<file path="config.mk">
export PLATFORM = sky130hd
export DESIGN_NAME = cu_fsm_gen
export DESIGN_NICKNAME = d
export VERILOG_FILES = /design/src/rtl/cu_fsm_gen.sv
export SDC_FILE = /design/constraint.sdc
export NUM_CORES = 1
export LEC_CHECK = 0
export CAP_MARGIN = 20
export CELL_PAD_IN_SITES_DETAIL_PLACEMENT = 2
export CELL_PAD_IN_SITES_GLOBAL_PLACEMENT = 2
export CORE_UTILIZATION = 31
export CTS_CLUSTER_DIAMETER = 80
export DETAILED_ROUTE_END_ITERATION = 10
export PLACE_DENSITY_LB_ADDON = 0.1
export RECOVER_POWER = 50
export SLEW_MARGIN = 20
export SYNTH_ARGS = -nofsm -noshare
export SYNTH_HDL_FRONTEND = slang
export SYNTH_SLANG_ARGS = --single-unit
export TNS_END_PERCENT = 1
</file>
<file path="constraint.sdc">
create_clock -name clk -period 7.1 [get_ports clk]
set_input_delay 0.71 -clock clk [delete_from_list [all_inputs] [get_ports clk]]
set_output_delay 0.71 -clock clk [all_outputs]
set_load 0.05 [all_outputs]
</file>
<file path="src/rtl/cu_fsm_gen.sv">
// -----------------------------------------------------------------------------
// cu_fsm_gen -- parametrised multi-cycle control unit for the accumulator /
// register datapath. Fetches an instruction word through a ready handshake,
// decodes it and sequences the register file, ALU and data memory through
// the states RST, FETCH, DECODE, EXEC, MEM, WB, BRANCH and HALT.
//
// Every output is registered and is a pure function of the state and of the
// latched instruction fields, so there is no input-to-output combinational
// path.
//
// Parameters:
//   BUS_WIDTH   instruction word width
//   OPCODE_LEN  opcode field width
//   REG_AW      register address field width (NUM_REGS = 2**REG_AW)
//   Word layout, MSB down: opcode, A, B, dest, immediate/target.
//
// Ports:
//   clk         system clock, rising edge
//   reset_n     synchronous active-low reset
//   ir          instruction word from imem
//   imem_ready  imem word valid (only looked at in FETCH)
//   dmem_ready  dmem access complete (only looked at in MEM)
//   alu_zero    ALU result == 0 (only looked at while executing JNZ)
//   imem_read   instruction fetch request
//   pc_inc      PC += 1
//   pc_load     PC <= target
//   src_a_sel   one-hot operand-A register enable
//   src_b_sel   one-hot operand-B register enable
//   dst_sel     one-hot destination register select
//   reg_we      register write strobe
//   wb_sel      write-back source: 0 = ALU, 1 = dmem
//   alu_ctrl    ALU operation code
//   dmem_read   data memory read request
//   dmem_write  data memory write request
//   halted      core halted
//   illegal_op  one-cycle pulse in DECODE on an undefined opcode
//
// Build option:
//   CU_ILLEGAL_TRAP_EN  when defined, an undefined opcode halts the core;
//                       otherwise it executes as a NOP.
// -----------------------------------------------------------------------------
module cu_fsm_gen #(
  parameter  int BUS_WIDTH  = 16,
  parameter  int OPCODE_LEN = 4,
  parameter  int REG_AW     = 3,
  localparam int NUM_REGS   = 2**REG_AW
) (
  input  logic                  clk,
  input  logic                  reset_n,
  input  logic [BUS_WIDTH-1:0]  ir,
  input  logic                  imem_ready,
  input  logic                  dmem_ready,
  input  logic                  alu_zero,
  output logic                  imem_read,
  output logic                  pc_inc,
  output logic                  pc_load,
  output logic [NUM_REGS-1:0]   src_a_sel,
  output logic [NUM_REGS-1:0]   src_b_sel,
  output logic [NUM_REGS-1:0]   dst_sel,
  output logic                  reg_we,
  output logic                  wb_sel,
  output logic [3:0]            alu_ctrl,
  output logic                  dmem_read,
  output logic                  dmem_write,
  output logic                  halted,
  output logic                  illegal_op
);

  localparam int OP_LSB = BUS_WIDTH - OPCODE_LEN;
  localparam int A_LSB  = OP_LSB - REG_AW;
  localparam int B_LSB  = A_LSB - REG_AW;
  localparam int D_LSB  = B_LSB - REG_AW;

  typedef enum logic [2:0] {
    S_RST, S_FETCH, S_DECODE, S_EXEC, S_MEM, S_WB, S_BRANCH, S_HALT
  } state_t;

  typedef enum logic [2:0] {
    K_NOP, K_ALU, K_JNZ, K_LOAD, K_STORE, K_JMP, K_HALT, K_ILL
  } kind_t;

  typedef struct packed {
    logic                imem_read;
    logic                pc_inc;
    logic                pc_load;
    logic [NUM_REGS-1:0] src_a_sel;
    logic [NUM_REGS-1:0] src_b_sel;
    logic [NUM_REGS-1:0] dst_sel;
    logic                reg_we;
    logic                wb_sel;
    logic [3:0]          alu_ctrl;
    logic                dmem_read;
    logic                dmem_write;
    logic                halted;
    logic                illegal_op;
  } ctrl_t;

  state_t              state, state_n;
  logic [OPCODE_LEN-1:0] op_q, op_n;
  logic [REG_AW-1:0]   a_q, a_n, b_q, b_n, d_q, d_n;
  ctrl_t               ctrl_q, ctrl_n;

  // The immediate/target bits feed the datapath directly, not this block.
  logic [BUS_WIDTH-1:0] unused_ir;
  assign unused_ir = ir;

  function automatic kind_t op_kind(input logic [OPCODE_LEN-1:0] op);
    case (int'(op))
      0:                   return K_NOP;
      1, 2, 3, 4, 5, 6, 7: return K_ALU;
      8:                   return K_LOAD;
      9:                   return K_STORE;
      10:                  return K_JNZ;
      11:                  return K_JMP;
      15:                  return K_HALT;
      default:             return K_ILL;
    endcase
  endfunction

  // MOVE..INC (opcodes 1..7) map onto ALU codes 0000..0110 in order.
  function automatic logic [3:0] alu_code(input logic [OPCODE_LEN-1:0] op);
    case (int'(op))
      1:       return 4'b0000;
      2:       return 4'b0001;
      3:       return 4'b0010;
      4:       return 4'b0011;
      5:       return 4'b0100;
      6:       return 4'b0101;
      7:       return 4'b0110;
      default: return 4'b0000;
    endcase
  endfunction

  function automatic logic [NUM_REGS-1:0] onehot(input logic [REG_AW-1:0] idx);
    return NUM_REGS'(1) << idx;
  endfunction

  // Output image of a state, given the instruction fields valid in it.
  function automatic ctrl_t ctrl_for(input state_t s,
                                     input logic [OPCODE_LEN-1:0] op,
                                     input logic [REG_AW-1:0] a,
                                     input logic [REG_AW-1:0] b,
                                     input logic [REG_AW-1:0] d);
    ctrl_t c;
    c = '0;
    case (s)
      S_FETCH:  c.imem_read = 1'b1;
      S_DECODE: begin
        c.pc_inc     = 1'b1;
        c.illegal_op = (op_kind(op) == K_ILL);
      end
      S_EXEC: begin
        c.src_a_sel = onehot(a);
        // JNZ only passes A through the ALU to produce alu_zero.
        if (op_kind(op) != K_JNZ) begin
          c.src_b_sel = onehot(b);
          c.dst_sel   = onehot(d);
          c.reg_we    = 1'b1;
          c.alu_ctrl  = alu_code(op);
        end
      end
      S_MEM: begin
        c.src_a_sel = onehot(a);
        if (op_kind(op) == K_LOAD) begin
          c.dmem_read = 1'b1;
        end else begin
          c.src_b_sel  = onehot(b);
          c.dmem_write = 1'b1;
        end
      end
      S_WB: begin
        c.dst_sel = onehot(d);
        c.wb_sel  = 1'b1;
        c.reg_we  = 1'b1;
      end
      S_BRANCH: c.pc_load = 1'b1;
      S_HALT:   c.halted  = 1'b1;
      default:  ;
    endcase
    return c;
  endfunction

  // NOTE: every variable gets a default before the case so no path leaves it
  // unassigned, which would otherwise infer a latch.
  always_comb begin
    state_n = state;
    op_n    = op_q;
    a_n     = a_q;
    b_n     = b_q;
    d_n     = d_q;
    case (state)
      S_RST:   state_n = S_FETCH;
      S_FETCH: begin
        if (imem_ready) begin
          state_n = S_DECODE;
          op_n    = ir[OP_LSB +: OPCODE_LEN];
          a_n     = ir[A_LSB +: REG_AW];
          b_n     = ir[B_LSB +: REG_AW];
          d_n     = ir[D_LSB +: REG_AW];
        end
      end
      S_DECODE: begin
        case (op_kind(op_q))
          K_ALU, K_JNZ:    state_n = S_EXEC;
          K_LOAD, K_STORE: state_n = S_MEM;
          K_JMP:           state_n = S_BRANCH;
          K_HALT:          state_n = S_HALT;
`ifdef CU_ILLEGAL_TRAP_EN
          K_ILL:           state_n = S_HALT;
`else
          K_ILL:           state_n = S_FETCH;
`endif
          default:         state_n = S_FETCH;
        endcase
      end
      S_EXEC: begin
        if (op_kind(op_q) == K_JNZ && !alu_zero) state_n = S_BRANCH;
        else                                     state_n = S_FETCH;
      end
      S_MEM: begin
        if (dmem_ready) state_n = (op_kind(op_q) == K_LOAD) ? S_WB : S_FETCH;
      end
      S_WB, S_BRANCH: state_n = S_FETCH;
      S_HALT:         state_n = S_HALT;
      default:        state_n = S_RST;
    endcase
    // Outputs are precomputed for the state being entered so that they come
    // straight from flops during that state.
    ctrl_n = ctrl_for(state_n, op_n, a_n, b_n, d_n);
  end

  // NOTE: sequential state uses non-blocking assignments so all flops update
  // together from pre-edge values.
  always_ff @(posedge clk) begin
    if (!reset_n) begin
      state  <= S_RST;
      op_q   <= '0;
      a_q    <= '0;
      b_q    <= '0;
      d_q    <= '0;
      ctrl_q <= '0;
    end else begin
      state  <= state_n;
      op_q   <= op_n;
      a_q    <= a_n;
      b_q    <= b_n;
      d_q    <= d_n;
      ctrl_q <= ctrl_n;
    end
  end

  assign imem_read  = ctrl_q.imem_read;
  assign pc_inc     = ctrl_q.pc_inc;
  assign pc_load    = ctrl_q.pc_load;
  assign src_a_sel  = ctrl_q.src_a_sel;
  assign src_b_sel  = ctrl_q.src_b_sel;
  assign dst_sel    = ctrl_q.dst_sel;
  assign reg_we     = ctrl_q.reg_we;
  assign wb_sel     = ctrl_q.wb_sel;
  assign alu_ctrl   = ctrl_q.alu_ctrl;
  assign dmem_read  = ctrl_q.dmem_read;
  assign dmem_write = ctrl_q.dmem_write;
  assign halted     = ctrl_q.halted;
  assign illegal_op = ctrl_q.illegal_op;

endmodule
</file>
Yosys cells after proc, flatten, opt, wreduce, memory -nomap -nowiden
Memory sizes are Yosys's and may differ from the RTL's. A register that Yosys moved wholly into a read port is not among the register bits.
Cells that the tools add are included.
Widths: inputs -> output; s select.
{ "word_totals": {"regBits": 53, "latchBits": 0, "ram_bits": 0, "rom_bits": 288, "input_bits": 21, "output_inout_bits": 37, "word_cells": 103, "mem_count": 6} }
{ "mem_list": {"columns": ["memory", "depth", "word_bits", "rd", "rd_ports_with_merged_regs", "write_ports", "line", "text"], "rows": [
  ["(no name shown)", 16, 3, 1, 1, 0, "108", "case (int'(op))"],
  ["(no name shown)", 16, 3, 1, 1, 0, "108", null],
  ["(no name shown)", 16, 3, 1, 1, 0, "108", null],
  ["(no name shown)", 16, 3, 1, 0, 0, "108", null],
  ["(no name shown)", 16, 3, 1, 0, 0, "108", null],
  ["(no name shown)", 16, 3, 1, 0, 0, "108", null]
]} }
{ "classes": {"n_addsub": 0, "mul": 0, "div": 0, "n_lt_le_gt_ge": 0, "n_eq_ne": 31, "n_shift": 3, "mux": 36, "bitwise": 0, "n_reduce_logical": 9} }
{ "op_table": {"columns": ["operator", "count"], "rows": [
  ["$mux 3", 17],
  ["$eq 3x3->1 const B", 12],
  ["$pmux 3 s6", 2],
  ["$pmux 16 s2", 1],
  ["$eq 3x2->1 const B", 9],
  ["$shl 1x3->8 const A", 3],
  ["$mux 4", 5],
  ["$pmux 9 s2", 1],
  ["$mux 17", 1],
  ["$eq 4x3->1 const B", 4],
  ["$pmux 3 s4", 1],
  ["$eq 3x1->1 const B", 3],
  ["$eq 4x2->1 const B", 2],
  ["$mux 8", 1],
  ["$mux 1", 7],
  ["$reduce_and 2->1", 2],
  ["$reduce_or 2->1", 2],
  ["$logic_not 3->1", 1],
  ["$ne 3x2->1 const B", 1],
  ["$reduce_and 3->1", 1],
  ["$reduce_or 3->1", 1],
  ["$logic_and 1x1->1", 1],
  ["$logic_not 1->1", 1]
]} }

Depth between registers and ports, before layout
Gate-level depths: netlist of the first run.
{ "logic_depth": {"depth_word": 11, "ltp_mapped": 12, "depth_no_buf": 9} }

Least setup slack after synthesis of the first run
No wires, ideal clock.
{ "synth_path": {"kind": "input port to flip-flop", "from": "input port imem_ready", "to": "register ctrl_q, in the netlist dst_sel[2]", "setup_ps": 88, "arrival_ps": 2641, "required_time_ps": 7012, "setup_slack_ps": 4372, "cell_stages": 11, "path_buffers": 3, "path_cell_list": "nor4bb_1 > buf_2 > clkbuf_1 > nand2_1 > nand2_1 > ha_1 > inv_1 > o21ai_1 > a21bo_1 > buf_2 > nor4_2"} }
{ "synth_via": {"elab_chain_cells": 7, "elab_cells_between_ends": 14} }
{ "synth_rtl": {"columns": ["element", "line", "text"], "rows": [
  ["start, declared", "51", "input logic imem_ready,"],
  ["$mux 4", "194", "if (imem_ready) begin"],
  ["$mux 4", "191", "case (state)"],
  ["via op_n[0]", "99", "logic [OPCODE_LEN-1:0] op_q, op_n;"],
  ["$mem_v2 16x3", null, null],
  ["$mux 3", "146", "case (s)"],
  ["$ne 3x2->1", "155", "if (op_kind(op) != K_JNZ) begin"],
  ["$mux 17", "155", null],
  ["$pmux 9 s2", "146", null],
  ["end signal, assigned", "248", "ctrl_q <= ctrl_n;"],
  ["end, declared", "101", "ctrl_t ctrl_q, ctrl_n;"]
]} }
The timed path passes the listed nets, and every way through them passes these cells. The select of a mux whose other input is x is not followed.
A chain may end at the register's enable or synchronous reset.

Worst setup path in the final report of the first run
Ends and elaborated chain as after synthesis.

==> results of run 1 <==
[tightest hold or removal path, cell delays in order (launching register included)]
cell,delay (ns)
dfxtp_1,0.34
nand2_1,0.06
a21boi_0,0.07
[layout make-up]
type                    count  share of cell area
clock inverters             2            0.005970
flip-flops and latches     55              0.3753
well taps                  96             0.04094
inverters                  14             0.01791
repair buffers             56              0.1859
clock buffers               6             0.02473
multi-input cells         165              0.3493
[routing by layer]
metal  track usage  routed length [um]  vias up
li1              -                   -      933
met1        0.1973                2515      935
met2        0.2992                2936       31
met3       0.02654                 135        6
met4       0.04242                  59        0
met5             0                   0        -
[cell usage after synthesis (5+ instances only)]
cell	count	area (um2)
nor2_1	13	48.80
mux2i_1	6	60.06
inv_1	14	52.55
ha_1	6	75.07
nand2b_1	6	37.54
a21boi_0	6	45.04
dfxtp_1	55	1101
nand2_1	36	135.1
clkbuf_1	5	18.77
nor3b_1	11	82.58
nor3_1	29	145.1
[power by group]
part	leakage, uW	internal [uW]	total [uW]	switching [uW]
combinational	0.000763	27.9	70.6	42.7
sequential	0.000445	316	323	7.36
clock	0.0000454	71.1	173	102
[per-stage QoR]
step                power (uW)  utilization
floorplan                375.5            -
global placement         402.2       0.4179
detailed placement       404.6       0.4179
CTS                      580.6       0.4310
global route             597.0       0.4271
finish                   566.6       0.4271
[final timing paths]
check             start          to  slack, ns  cells past startpoint
max          imem_ready  dst_sel[2]       3.37                     10
min              a_q[0]      a_q[0]       0.51                      2
max reg2reg    state[0]  dst_sel[2]       3.82                      9
min reg2reg      a_q[0]      a_q[0]       0.51                      2
[cells by family after synthesis]
family                     share of synthesized area
AOI/OAI and AO/OA                             0.1064
xor gates and xnor gates                    0.003920
adders and majority gates                    0.03359
buffers and inverters                        0.04703
DFF                                           0.4927
muxes                                        0.02688
other                                       0.001678
and+or+nand+nor                               0.2878
[flip-flops by register name, summed over array words and instances, names as in the netlist, 3 cells and up, named ones only]
register / cells
state: 3
src_a_sel: 8
b_q: 3
op_q: 4
src_b_sel: 8
d_q: 3
a_q: 3
alu_ctrl: 3
dst_sel: 8
==> flow_summary.toml, run 1 <==
[clock_tree]
cts.path.max_buffers = 2
cts_max_level = 2
clock_sinks = 55
clkTransAtPathRegs_ns = 0.10
cts_setup_buffers = 0
cts_tree = "yes"
clkLatencyLatePin_ns = 0.31
ctsHoldBuffers = 0
root_buffer = "clkbuf_8"
ctsResizeCount = 0
numCtsBuffers = 5

[critical_path]
critPathKind = "input port to flop"
cp_slowest_cell = "clkbuf_1"
crit_required_ns = 7.32
path_max_fanout = 26
cp_common_cell = "nand2_1"
path_delay_family = "buffers and inverters"
crit_path_max_incr_delay_ns = 0.97
cp_data_arrival_time_ns = 3.95
cp-start-kind = "input port"
end_kind = "flop"
worst-path-buf-inv = 3
path_cells = "dlygate4sd3_1 > nor4bb_1 > clkbuf_1 > nand2_1 > nand2_1 > ha_1 > inv_1 > o21ai_1 > a21bo_1 > nor4_2"

[floorplan]
io_pins = 58
core_area_mm2 = 0.006869
rows = 30
die_h_um = 86.91
initial_core_util = 0.3253
die_w_um = 86.91
die-area_mm2 = 0.007552

[sta]
setup_tns_ns = 0
grt_setup_unrepaired = "no"
slew-limit-headroom = 0.1441
tightest_slew_ns = 1.284
setup-violations-final = 0
final.setup.worst_slack_ns = 3.368
clock_skew_ns = 0.008872
fmax_mhz = 268.0
fin_crit_ns = 3.732
min_period_over_period = 0.5256
drv_slew = 0
hold_viol = 0
holdWs_ns = 0.5081

[grt]
grt_pass1_vias = 2000
track_usage = 0.1633
grt_pass1_wl_um = 9653
gr-total-overflow = 0
grt_max_degree = 27
antenna_found_initial = 0

[synthesis]
syn_area_mm2 = 0.002235
syn_inst = 244
synth_ff_type = "dfxtp_1"
ys_ff_latch = 55
yosysSeqAreaShare = 0.4927
avgSynthCellArea_um2 = 9.158
synth-edff-count = 0
synthArstFlopShare = 0
yosys_warnings = 0
synth_nets = 271
synth_cell_types = 46

[final_layout]
drive_above_1_share = 0.05705
antennaDiodeCount = 0
nets = 324
fillCellCount = 768
area_delta_synth_final_pct = 31.30
final_area_mm2 = 0.002934
final_common_cell = "dfxtp_1"
final_cell_mix = "55 x dfxtp_1, 36 x nand2_1, 32 x dlygate4sd3_1, 29 x nor3_1, 21 x clkdlybuf4s50_1"
multiInputGateArea_mm2 = 0.001025
instances_no_fill = 394
regArea_mm2 = 0.001101

[routing]
drtIter0Drc = 64
drt-total-wl_um = 5646
vias = 1905
ant_nets = 0
dr.pass1.iters = 4
post_drt_wl_per_cell_um = 14.33
via_per_inst = 4.835
drc = 0

[place]
gp_congestion = 0.7236
io_buffers = 53
postPlaceCellArea_mm2 = 0.002870
dp_cells = 386
hpwl_um = 4312
pre_cts_slack_ns = 3.793

[status]
status = "complete, no violations"

[pwr]
power_density_mw_per_mm2 = 193.1
vdd_drop_max_mv = 0.08399
power_leakage_uw = 0.001254

[flow_run]
cap_violations = 0

[hold_path]
min_path_type = "flop to flop"
Note: power is estimated with default switching activity, not from simulation.
==> inputs of run 2 (changes only) <==
CORE_UTILIZATION = 28   (was 31)
clock period = 3.5 ns   (was 7.1 ns; I/O delays follow)
==> flow_summary.toml, run 2 (synthesized netlist as in run 1, its figures left out) <==
[status]
status = "complete, no violations"

[clock_tree]
clkLatencyLatePin_ns = 0.31
cts.path.max_buffers = 2
cts_tree = "yes"
cts_setup_buffers = 0
ctsResizeCount = 0
clock_sinks = 55
numCtsBuffers = 5
cts_max_level = 2
ctsHoldBuffers = 0
root_buffer = "clkbuf_8"
clkTransAtPathRegs_ns = 0.09

[pwr]
vdd_drop_max_mv = 0.1373
seq_power_share = 0.541
p_sw_uw = 301.8
power_leakage_uw = 0.001276
swShare = 0.2491
p_clk_frac = 0.338
p_int_uw = 909.8
p_comb_frac = 0.121
power_density_mw_per_mm2 = 406.5

[critical_path]
cp_common_cell = "nand2_1"
reg2regPathDepth = 9
cp_slowest_cell = "clkdlybuf4s50_1"
cp_data_arrival_time_ns = 3.02
worst-r2r-setup-slack_ns = 0.75
critPathKind = "input port to flop"
crit_required_ns = 3.72
rr_endpoint = "dst_sel[2]"
rr_startpoint = "state[0]"
path_cells = "clkdlybuf4s50_1 > nor4bb_4 > clkbuf_1 > nand2_1 > nand2_1 > ha_1 > inv_1 > o21ai_1 > a21bo_1 > nor4_2"
end_kind = "flop"
cp-start-kind = "input port"
crit_path_start = "imem_ready"
crit_path_max_incr_delay_ns = 0.48
path_max_fanout = 10

[flow_run]
cap_violations = 0

[final_layout]
antennaDiodeCount = 0
nets = 326
drive_above_1_share = 0.06020
regArea_mm2 = 0.001101
post-route-util = 0.3857
final_area_mm2 = 0.002980
area_delta_synth_final_pct = 33.37
multiInputGateArea_mm2 = 0.001036
final_cell_mix = "55 x dfxtp_1, 36 x nand2_1, 31 x dlygate4sd3_1, 29 x nor3_1, 22 x clkdlybuf4s50_1"
final_common_cell = "dfxtp_1"
fillCellCount = 851

[routing]
via_per_inst = 4.733
post_drt_wl_per_cell_um = 14.84
drt-total-wl_um = 5949
drc = 0
drtIter0Drc = 53
dr.pass1.iters = 3
vias = 1898
ant_nets = 0

[place]
postPlaceCellArea_mm2 = 0.002893
hpwl_um = 4555
io_buffers = 53
gp_congestion = 0.7805
pre_cts_slack_ns = 0.5683

[floorplan]
initial_core_util = 0.2892
die-area_mm2 = 0.008342
die_h_um = 91.34
core_area_mm2 = 0.007727
io_pins = 58
rows = 32
die_w_um = 91.34

[grt]
gr-total-overflow = 0
antenna_found_initial = 0
grt_max_degree = 23
track_usage = 0.1606
grt_pass1_wl_um = 10490
grt_pass1_vias = 2087

[hold_path]
min_path_type = "flop to flop"
hold_depth = 2
hold_start = "a_q[0]"
hold_end = "a_q[0]"

[sta]
final.setup.worst_slack_ns = 0.7060
hold_viol = 0
fin_crit_ns = 2.794
setup_tns_ns = 0
holdWs_ns = 0.4994
tightest_slew_ns = 0.7219
setup-violations-final = 0
drv_slew = 0
fmax_mhz = 357.9
clock_skew_ns = 0.007591
slew-limit-headroom = 0.5187
min_period_over_period = 0.7983
grt_setup_unrepaired = "no"
## run 2: metal layers
| metal | part of all wire | GRT usage | vias to the layer above |
|---|---|---|---|
| met2 | 0.49 | 0.2790 | 43 |
| met3 | 0.031 | 0.03434 | 10 |
| li1 | - | - | 938 |
| met4 | 0.017 | 0.05291 | 0 |
| met1 | 0.46 | 0.1964 | 907 |
| met5 | 0 | 0 | - |
## run 2: final cells by class
type / count / area share
clock buffers: 6 / 0.02435
clock inverters: 1 / 0.01008
inverters: 14 / 0.01763
multi-input cells: 165 / 0.3476
flip-flops and latches: 55 / 0.3694
well taps: 102 / 0.04282
repair buffers: 58 / 0.1881
## run 2: through the flow
| step | std cells | power (uW) |
|---|---|---|
| floorplan | 244 | 761.8 |
| global placement | 394 | 818.8 |
| detailed placement | 394 | 822.9 |
| CTS | 401 | 1238 |
| global route | 401 | 1278 |
| finish | 401 | 1212 |
## run 2: worst max-delay path by stage
stage	end	depth (start not counted)	slack (ns)
final	dst_sel[2]	10	0.71
after global routing	dst_sel[2]	10	0.34
after CTS	dst_sel[2]	10	0.89
after detailed placement	dst_sel[2]	10	0.57
after global placement	dst_sel[2]	10	0.63
after floorplan	dst_sel[2]	11	1.08
## run 2: power by group through the flow
stage | registers, uW | logic (uW) | clock network (uW)
2_1_floorplan | 674 | 87.6 | 0
3_3_place_gp | 669 | 149 | 0
3_5_place_dp | 670 | 153 | 0
4_1_cts | 656 | 153 | 429
5_1_grt | 659 | 166 | 453
6_report | 655 | 147 | 409
## run 2: worst max-delay path, delay by kind of cell
family                     cells  cell delay (ns)
AOI/OAI and AO/OA              2             0.44
adders and majority gates      1             0.30
buffers and inverters          3             0.99
and+or+nand+nor                4             0.93
==> inputs of run 3 (changes only) <==
clock period = 2.87 ns   (was 3.5 ns; I/O delays follow)
==> flow_summary.toml, run 3 (synthesized netlist as in run 1, its figures left out) <==
[status]
status = "complete, no violations"

[pwr]
power_uw = 1480
seq_power_share = 0.540
power_density_mw_per_mm2 = 492.2
vdd_drop_max_mv = 0.1637
swShare = 0.2477
p_sw_uw = 366.5
p_comb_frac = 0.125
power_leakage_uw = 0.001308
p_int_uw = 1113
p_clk_frac = 0.335

[critical_path]
cp-start-kind = "input port"
critPathKind = "input port to flop"
worst-r2r-setup-slack_ns = 0.57
worst-path-buf-inv = 2
path_depth = 9
crit_path_max_incr_delay_ns = 0.52
reg2regPathDepth = 8
end_kind = "flop"
rr_startpoint = "state[0]"
path_cells = "clkdlybuf4s50_1 > nor4bb_4 > nand2_1 > nand2_1 > ha_1 > inv_1 > o21ai_1 > a21bo_1 > nor4_2"
crit_required_ns = 3.08
rr_endpoint = "dst_sel[2]"
crit_path_start = "imem_ready"
cp_data_arrival_time_ns = 2.52
cp_slowest_cell = "clkdlybuf4s50_1"
path_delay_family = "simple AND/OR/NAND/NOR gates"
critical_path.endpoint = "dst_sel[2]"
cp_common_cell = "nand2_1"
path_max_fanout = 9

[sta]
clock_skew_ns = 0.01183
tightest_slew_ns = 0.6151
min_period_over_period = 0.8051
setup_tns_ns = 0
slew-limit-headroom = 0.5842
holdWs_ns = 0.5015
fin_crit_ns = 2.311
fmax_mhz = 432.8
grt_setup_unrepaired = "no"
setup-violations-final = 0
drv_slew = 0
hold_viol = 0

[final_layout]
final_common_cell = "dfxtp_1"
antennaDiodeCount = 0
final_area_mm2 = 0.003007
final_cell_mix = "55 x dfxtp_1, 36 x nand2_1, 36 x dlygate4sd3_1, 29 x nor3_1, 17 x clkdlybuf4s50_1"
drive_above_1_share = 0.07641
area_delta_synth_final_pct = 34.55
nets = 328
post-route-util = 0.3891

[routing]
drt-total-wl_um = 5865
drtIter0Drc = 31
vias = 1891
post_drt_wl_per_cell_um = 14.55
via_per_inst = 4.692
ant_nets = 0
dr.pass1.iters = 4
drc = 0

[floorplan]
die_h_um = 91.34
initial_core_util = 0.2892
core_area_mm2 = 0.007727
rows = 32
die_w_um = 91.34
io_pins = 58
die-area_mm2 = 0.008342

[grt]
gr-total-overflow = 0
grt_pass1_wl_um = 10010
antenna_found_initial = 0
grt_max_degree = 23
grt_pass1_vias = 1974
track_usage = 0.1515

[clock_tree]
root_buffer = "clkbuf_8"
clock_sinks = 55
cts_setup_buffers = 0
clkLatencyLatePin_ns = 0.30
cts_max_level = 2
cts_tree = "yes"
ctsHoldBuffers = 0
clkTransAtPathRegs_ns = 0.09
numCtsBuffers = 5
ctsResizeCount = 0
cts.path.max_buffers = 2

[place]
io_buffers = 53
hpwl_um = 4511
postPlaceCellArea_mm2 = 0.002908
gp_congestion = 0.7410

[flow_run]
cap_violations = 0

[hold_path]
min_path_type = "flop to flop"
-- run 3: cell types whose count changed in the layout (fill, tap and decap cells not counted) --
cell / previous run / this run
and2_1: 1 / 2
a21oi_1: 3 / 2
dlygate4sd3_1: 31 / 36
clkbuf_1: 3 / 2
and2_0: 1 / 0
clkdlybuf4s50_1: 22 / 17
a21oi_2: 0 / 1
o21ai_0: 5 / 4
buf_4: 3 / 6
o21ai_2: 0 / 1
-- run 3: worst min path at each step --
| stage | from | depth (start not counted) | end | slack, ns |
|---|---|---|---|---|
| final | a_q[0] | 2 | a_q[0] | 0.50 |
| after global routing | a_q[0] | 2 | a_q[0] | 0.54 |
| after CTS | a_q[0] | 2 | a_q[0] | 0.51 |
| after detailed placement | a_q[0] | 2 | a_q[0] | 0.50 |
| after global placement | a_q[0] | 2 | a_q[0] | 0.47 |
| after floorplan | ir[14] | 2 | illegal_op | 0.42 |
-- run 3: cell type report --
type	instances	area, um2
clock buffer	6	72.57
fill	830	4721
tap	102	127.6
timing repair buffer	60	579.3
multi-input combinational	165	1044
inverter	14	52.55
clock inverter	1	30.03
sequential	55	1101
-- run 3: routing by layer --
metal	routed length (um)	GRT usage	vias to the layer above
li1	-	-	938
met1	2803	0.1992	910
met2	2821	0.2538	37
met3	177	0.02848	6
met4	63	0.03968	0
met5	0	0	-
-- run 3: worst min-delay path: cells and delay by family (launching register included) --
family	cells	cell delay, ns
simple gates	1	0.06
flops	1	0.33
compound gates	1	0.07
-- run 3: per-stage QoR --
step | setup WS (ns) | cells
after floorplan | 0.4549 | 244
after global placement | 0.2574 | 396
after detailed placement | 0.2159 | 396
after CTS | 0.5220 | 403
after global routing | 0.3196 | 403
final | 0.5592 | 403
-- run 3: power groups by stage --
stage	combinational, uW	sequential (uW)	clock, uW
2_1_floorplan	107	822	0
3_3_place_gp	185	817	0
3_5_place_dp	189	818	0
4_1_cts	190	801	520
5_1_grt	205	804	549
6_report	184	799	496
==> RTL change: new RTL, flow settings as in run 3 <==
Encoding of `state_t`: now one-hot (8 bits for 8 states).
--- a/src/rtl/cu_fsm_gen.sv
+++ b/src/rtl/cu_fsm_gen.sv
@@ -72,6 +72,6 @@
   localparam int D_LSB  = B_LSB - REG_AW;
 
-  typedef enum logic [2:0] {
-    S_RST, S_FETCH, S_DECODE, S_EXEC, S_MEM, S_WB, S_BRANCH, S_HALT
+  typedef enum logic [7:0] {
+    S_RST = 8'b00000001, S_FETCH = 8'b00000010, S_DECODE = 8'b00000100, S_EXEC = 8'b00001000, S_MEM = 8'b00010000, S_WB = 8'b00100000, S_BRANCH = 8'b01000000, S_HALT = 8'b10000000
   } state_t;
 
Function: same outputs for any inputs over 10 cycles, from zero or initial values and one cycle with reset_n low; not proved beyond that.
==> RTL change against run 3 <==
- the run now ends with design-rule violations left
- count of clock-buffer cells in the layout grew 5
- worst setup slack lost 0.43 ns
- final area grew 15%
- power grew 29%
- sequential cell count grew 5
- wire length grew 29%
- area after synthesis grew 15%
- core utilization grew 0.36 points
==> RTL change: results (changes against run 3) <==
ANT cells 0 (unchanged); Mapped Nets 312 (+15%); total track usage 17.29% (+2.1 points); crit path from state[6]; Synth top cells by count dfxtp_1 (60), nor2_1 (28), nand2_1 (23), a21oi_1 (15); Finished Cell Area 0.003458 mm^2 (+15%); GR Layer Usage met1 21.10% (+1.2 points); initial DRC count 50 (+61%); Post-DP Area 0.003276 mm^2 (+13%); met3 WL post-DR 274 um (+55%); Detail Placement HPWL 5.504 mm (+22%); Async S/R FF share, synth 0% (unchanged); post-synthesis cell type count 55 (+20%); drt wl/cell 16.58 um (+14%); Root Buffer clkbuf_8; Layout Nets 373 (+14%); grt met2 use 28.93% (+3.5 points); CP max FO 6 (-3); Worst-Margin Slew 0.5207 ns (-0.09440 ns); share of post-route cells with drive strength above 1 12.00% (+4.4 points); Worst path max stage delay 0.61 ns (+0.09 ns); grt peak-use layer met2; top layer in use met4; met3 GRT Util 5.369% (+2.5 points); total of max-cap violations 0 (unchanged); metal1 wirelength 3.553 mm (+27%); vias in the first global route 2590 (+31%); pin count of the biggest net entering global routing 28 (+22%); status finished with violations; Sw Share 29.93% (+5.2 points); initial antenna violation count 0 (unchanged); vias post-DR 2334 (+23%); Seq/Total Area, Yosys 46.56% (-2.7 points); largest cells by area after synthesis dfxtp_1 (47%), nor2_1 (4.1%), nand2_1 (3.3%); HP Start b_q[0]; CTS Buf Count 9 (+4); failing checks design-rule violations; global-route wire length before repair 12.88 mm (+29%); Worst Skew 0.01326 ns (+0.001433 ns); routability cong. 0.7610 (+2.7%); Post-CTS Setup Bufs 0 (unchanged); critical path's slowest cell or4b_4; metal2 WL 3.644 mm (+29%); arrival time worst endpoint 2.98 ns (+0.46 ns); drt pass-1 iters 7 (+3); CTS H-Tree Depth 3 (+1); drc violations 2 (+2); clock latency on the worst-skew pair 0.35 ns (+0.05 ns); dominant synthesized flop cell dfxtp_1; path category of the worst min-delay check reg2reg; dpl ws 0.09727 ns (-0.1186 ns); Reg clk slew, reported paths 0.08 ns; Worst IR Drop VDD 0.0002373 V (+45%); I/O Buffers 53 (unchanged); P_leak 0.001393 uW (+6.5%)
RTL change: cell families (layout without fill, tap and decap cells):
family,after synthesis,in the layout,synth area share [%]
xor gates and xnor gates,2,2,0.6791
other,1,1,0.1454
muxes,8,8,3.249
adders and majority gates,6,6,2.910
buffers and inverters,30,95,5.043
and+or+nand+nor,128,128,27.98
DFF,60,60,46.56
AOI/OAI and AO/OA,50,50,13.43
RTL change: layout make-up:
class	instances	area (um^2)
clock buffer	11	151.4
clock inverter	4	25.02
fill	982	5348
inverter	14	52.55
multi-input combinational	195	1265
sequential	60	1201
tap	108	135.1
timing repair buffer	66	628.1
RTL change: final timing paths:
kind	endpoint	slack, ns	depth (start not counted)
worst max-delay path	dst_sel[6]	0.13	7
worst min-delay path	b_q[0]	0.50	2
worst max register to register	dst_sel[6]	0.13	7
worst min register to register	b_q[0]	0.50	2
RTL change: through the flow:
| step | TNS (ns) | std cells | hold slack [ns] |
|---|---|---|---|
| 2_1_floorplan | 0 | 285 | 0.4230 |
| 3_3_place_gp | 0 | 443 | 0.4888 |
| 3_5_place_dp | 0 | 443 | 0.4922 |
| 4_1_cts | 0 | 458 | 0.5118 |
| 5_1_grt | -0.02583 | 458 | 0.5476 |
| 6_report | 0 | 458 | 0.5049 |
RTL change: power by group through the flow:
stage          Clock [uW]  Sequential, uW  Combinational (uW)
3_5_place_dp            0             911                 324
5_1_grt               771             897                 351
4_1_cts               730             892                 326
2_1_floorplan           0             905                 231
3_3_place_gp            0             909                 313
6_report              707             891                 316
RTL change: tightest hold or removal path, cell delays in order, from the launching register on:
cell and delay (ns):
dfxtp_1 0.34, nand2_1 0.06, a21oi_1 0.06
RTL change: timing repair:
action / in CTS / in global routing
hold buffers: 0 / 0
gates resized for setup: 0 / 2
endpoints found under the setup margin: 0 / 7
